### config.mk
export PLATFORM = sky130hd
export DESIGN_NAME = i2s_rx
export DESIGN_NICKNAME = d
export VERILOG_FILES = /design/src/rtl/i2s_rx.sv
export SDC_FILE = /design/constraint.sdc
export NUM_CORES = 1
export LEC_CHECK = 0
export ABC_AREA = 1
export BUFFER_PORTS_ARGS = -buffer_cell sky130_fd_sc_hd__buf_2
export CAP_MARGIN = 10
export CORE_UTILIZATION = 52
export DETAILED_ROUTE_END_ITERATION = 10
export PLACE_DENSITY = 0.73
export SYNTH_ARGS = -nofsm -noshare
export SYNTH_HDL_FRONTEND = slang
export SYNTH_SLANG_ARGS = --single-unit
### constraint.sdc
create_clock -name mck -period 3.4 [get_ports mck]
set_input_delay 0.68 -clock mck [delete_from_list [all_inputs] [get_ports mck]]
set_output_delay 0.68 -clock mck [all_outputs]
set_load 0.05 [all_outputs]
### src/rtl/i2s_rx.sv
// I2S serial-input deserializer in the mck domain; bck/lrck/sdin are sampled as synchronous inputs.
// Define I2S_RX_LEFT_JUST_EN for left-justified framing (MSB on the boundary bck, no delay bit).
module i2s_rx #(
  parameter int unsigned DATA_W = 24,
  parameter int unsigned SLOT_W = 32
) (
  input  logic              mck,
  input  logic              reset,
  input  logic              bck,
  input  logic              lrck,
  input  logic              sdin,
  output logic [DATA_W-1:0] left_data,
  output logic [DATA_W-1:0] right_data,
  output logic              valid,
  input  logic              ready,
  output logic              overrun
);

  localparam int unsigned CntW = $clog2(SLOT_W) + 1;
  localparam int unsigned PosW = CntW + 1;
  localparam int unsigned IdxW = (DATA_W > 1) ? $clog2(DATA_W) : 1;
`ifdef I2S_RX_LEFT_JUST_EN
  localparam int unsigned CapOff = 1;
`else
  localparam int unsigned CapOff = 0;
`endif

  typedef enum logic [1:0] {StSync, StLeft, StRight} state_e;

  state_e              state_q;
  logic                bck_r_q, bck_r2_q, lrck_r_q, sdin_r_q, lrck_prev_q;
  logic [CntW-1:0]     bit_cnt_q, bit_cnt_d;
  logic [DATA_W-1:0]   shift_q, shift_d;
  logic [DATA_W-1:0]   left_hold_q, left_data_q, right_data_q;
  logic                valid_q, overrun_q;
  logic                bck_rise, boundary;
  logic [PosW-1:0]     pos;
  logic [IdxW-1:0]     cap_idx;

  always_comb begin
    bck_rise  = bck_r_q & ~bck_r2_q;
    boundary  = bck_rise & (lrck_r_q ^ lrck_prev_q);
    bit_cnt_d = bit_cnt_q;
    if (boundary) begin
      bit_cnt_d = '0;
    end else if (bck_rise && (bit_cnt_q < CntW'(SLOT_W))) begin
      bit_cnt_d = bit_cnt_q + CntW'(1);
    end
    // pos is the 1-based data bit index (1 = MSB) of the bit sampled in this bck_rise
    pos     = {1'b0, bit_cnt_d} + PosW'(CapOff);
    cap_idx = IdxW'(PosW'(DATA_W) - pos);
    // Clearing on the boundary gives zero-fill for slots shorter than DATA_W
    shift_d = boundary ? '0 : shift_q;
    if (bck_rise && (pos != '0) && (pos <= PosW'(DATA_W))) begin
      shift_d[cap_idx] = sdin_r_q;
    end
  end

  always_ff @(posedge mck or posedge reset) begin
    if (reset) begin
      state_q      <= StSync;
      bck_r_q      <= 1'b0;
      bck_r2_q     <= 1'b0;
      lrck_r_q     <= 1'b0;
      sdin_r_q     <= 1'b0;
      lrck_prev_q  <= 1'b0;
      bit_cnt_q    <= '0;
      shift_q      <= '0;
      left_hold_q  <= '0;
      left_data_q  <= '0;
      right_data_q <= '0;
      valid_q      <= 1'b0;
      overrun_q    <= 1'b0;
    end else begin
      bck_r_q   <= bck;
      bck_r2_q  <= bck_r_q;
      lrck_r_q  <= lrck;
      sdin_r_q  <= sdin;
      bit_cnt_q <= bit_cnt_d;
      shift_q   <= shift_d;
      overrun_q <= 1'b0;
      if (bck_rise) begin
        lrck_prev_q <= lrck_r_q;
      end
      if (valid_q && ready) begin
        valid_q <= 1'b0;
      end
      if (boundary) begin
        case (state_q)
          StSync: begin
            if (!lrck_r_q) begin
              state_q <= StLeft;
            end
          end
          StLeft: begin
            if (lrck_r_q) begin
              left_hold_q <= shift_q;
              state_q     <= StRight;
            end
          end
          StRight: begin
            if (!lrck_r_q) begin
              if (!valid_q || ready) begin
                left_data_q  <= left_hold_q;
                right_data_q <= shift_q;
                valid_q      <= 1'b1;
              end else begin
                overrun_q <= 1'b1;
              end
              state_q <= StLeft;
            end
          end
          default: state_q <= StSync;
        endcase
      end
    end
  end

  assign left_data  = left_data_q;
  assign right_data = right_data_q;
  assign valid      = valid_q;
  assign overrun    = overrun_q;

endmodule

==> run metrics <==
status=completed; CTS tree=built; commonest non-fill, non-tap cells in the layout=156 x nand2_1, 111 x dfrtp_1, 65 x inv_1; Buffers & Inverters on Critical Path=3; Final Max Tran Viols=0; core area=0.00889 sq mm; Die W=98.7 um; # Post-CTS Setup Buffers=0; Flop pwr share=54.5%; Worst EP arrival=2.81 ns; leak pwr=2.92 nW; crit-path cells=inv_1, nor2_4, nand3_4, nand2_1, clkinv_1, nand2_1, nand2_2, nand2_2, inv_2, nand2_1, o21ai_0; family with the most delay on the worst path=simple AND/OR/NAND/NOR gates; Area growth, synth to finish=11.6%; RSZ-0062 raised after global routing=no; die height=98.7 um; initial drt markers=166; Detail Route Antenna Nets=0; crit path capture type=register; post-layout util=61.0%; Max IR drop VDD=0.000238 V; period utilization=75.7%; Initial Util=54.6%; Achievable Freq=0.388 GHz; CTS max path bufs=2; Setup-failing EPs final=0; Post-layout nets=605; P_int=1.87 mW; final hold viol count=0; GR Util All Layers=20.7%; Reg-to-Reg Start=bck_r_q; Mapped Nets=556; P per Cell Area=494 mW/mm^2; critical path fanouts, max=37; CP required=3.64 ns; Yosys Warn Count=0; CTS root buf=clkbuf_8; Yosys cell types=25; initial antenna violation count=0; H-tree depth=3; register bit total from synthesis=111; # DRC=0; Switching Power=807 uW; WL/cell=13.1 um; Rows=34; Initial DRT Pass Iterations=5; R2R Setup Slk=0.82 ns; Crit Path Category=register to register; FILL cells=768; Post-synth EDFFs=0; minimum clock period=2.58 ns; routed vias/inst=5.25; Detail Placement HPWL=6450 um; total gr overflow=0; cell mode on critical path=nand2_1; Relative slew margins=53.3%; Worst Tran Pin Value=0.700 ns; reg-to-reg endpoint=shift_q[22]; Post-CTS Hold Buffers=0; n_diodes=0; WL final=9310 um; Sink Count=111; Multi-input gate area=0.00174 sq mm; # IOs=56; nature of the critical path startpoint=register; CTS Buf Count=9; vias=3727; Synth async-reset ratio=100%; Hold Crit Class=primary input to async pin; setup slack after layout=0.825 ns; Mapped Avg Cell Area=8.85 sq um; final estimated routing congestion in global placement=0.924; Reg clk slew, reported paths=0.10 ns; # port buffers=55; commonest non-fill, non-tap cell in the layout=nand2_1; die area=0.00973 sq mm; post-CTS resize count=0; pre-CTS WS=0.862 ns; max_cap viols=0; slowest cell delay on critical path=0.41 ns; ys flop type=dfrtp_1; Comb pwr share=15.5%; vias in the first global route=3526; Synth Cell Area=0.00486 sq mm; post-route setup TNS=0 ns; largest net degree at the start of global routing=82; Switching Share=30.2%; share of cells above drive strength 1=17.8%; post-synthesis sequential area ratio=57.2%; clock network power share=30.0%; clk_lat worst skew=0.36 ns; Reg2Reg Depth=11; CP max stage cell=dfrtp_1; first-pass GRT wire length=16100 um; Max Clock Skew=0.0122 ns; Storage cell area=0.00278 sq mm; cell count after synthesis=549
-- worst max-delay path by stage --
stage               startpoint           to  slack, ns  cells after the start
floorplan                reset     bck_r2_q       1.38                      1
global placement       bck_r_q  shift_q[22]       1.04                     13
detailed placement     bck_r_q  shift_q[22]       0.86                     13
CTS                    bck_r_q  shift_q[22]       0.84                     13
global route           bck_r_q  shift_q[23]       0.53                     11
finish                 bck_r_q  shift_q[22]       0.82                     11
-- cells in the mapped netlist, types with 3 or more instances --
library cell,n,area (sq um)
o21bai_1,3,22.5
mux2_2,24,270
nor2_1,39,146
nand4_1,13,81.3
buf_2,3,15.0
nand2_2,3,18.8
inv_1,66,248
nand3_1,32,160
nand2_1,156,586
clkbuf_1,15,56.3
o21ai_0,61,305
dfrtp_1,111,2780
nor3_1,11,55.1
-- sequential cells by signal, summed over array words and instances (netlist names) --
name	count
bck_r_q	1
right_data	24
left_data	24
left_hold_q	24
lrck_prev_q	1
sdin_r_q	1
lrck_r_q	1
shift_q	24
valid	1
bck_r2_q	1
state_q	2
overrun	1
bit_cnt_q	6
-- through the flow --
stage	power, mW	instances	cell area (sq um)	hold WS, ns
4_1_cts	2.69	710	5420	0.404
3_5_place_dp	1.89	695	5220	0.438
2_1_floorplan	1.80	549	4860	0.414
6_report	2.68	710	5420	0.394
3_3_place_gp	1.88	695	5220	0.424
5_1_grt	2.82	710	5420	0.396
-- logic make-up (layout without fill, tap and decap cells) --
family | after synthesis | count (layout) | share of synthesized area, %
simple gates | 257 | 257 | 22.4
flops | 111 | 111 | 57.2
xor+xnor | 1 | 1 | 0.180
mux | 24 | 24 | 5.56
compound gates | 67 | 67 | 7.37
fa+ha+maj | 1 | 1 | 0.257
buf+inv | 88 | 141 | 7.11
-- routing by layer --
metal / global-route usage, % / vias up / share of wire [%]
met2: 33.1 / 112 / 46
met5: 0 / - / 0
met4: 8.73 / 0 / 2.2
met1: 28.1 / 1751 / 47
met3: 3.83 / 18 / 4.5
li1: - / 1846 / -
-- power groups by stage --
stage | logic [mW] | registers, mW | clock network [mW]
after floorplan | 0.297 | 1.50 | 0
after global placement | 0.398 | 1.48 | 0
after detailed placement | 0.411 | 1.48 | 0
after CTS | 0.412 | 1.46 | 0.823
after global routing | 0.467 | 1.47 | 0.884
final | 0.413 | 1.46 | 0.804
-- cell type report --
| class | instances | share of cell area (%) |
|---|---|---|
| multi-input cells | 350 | 32.0 |
| flip-flops and latches | 111 | 51.2 |
| clock buffers | 10 | 2.54 |
| inverters | 68 | 4.78 |
| repair buffers | 58 | 5.72 |
| clock inverters | 5 | 1.22 |
| well taps | 108 | 2.49 |
Note: power is estimated with default switching activity, not from simulation.
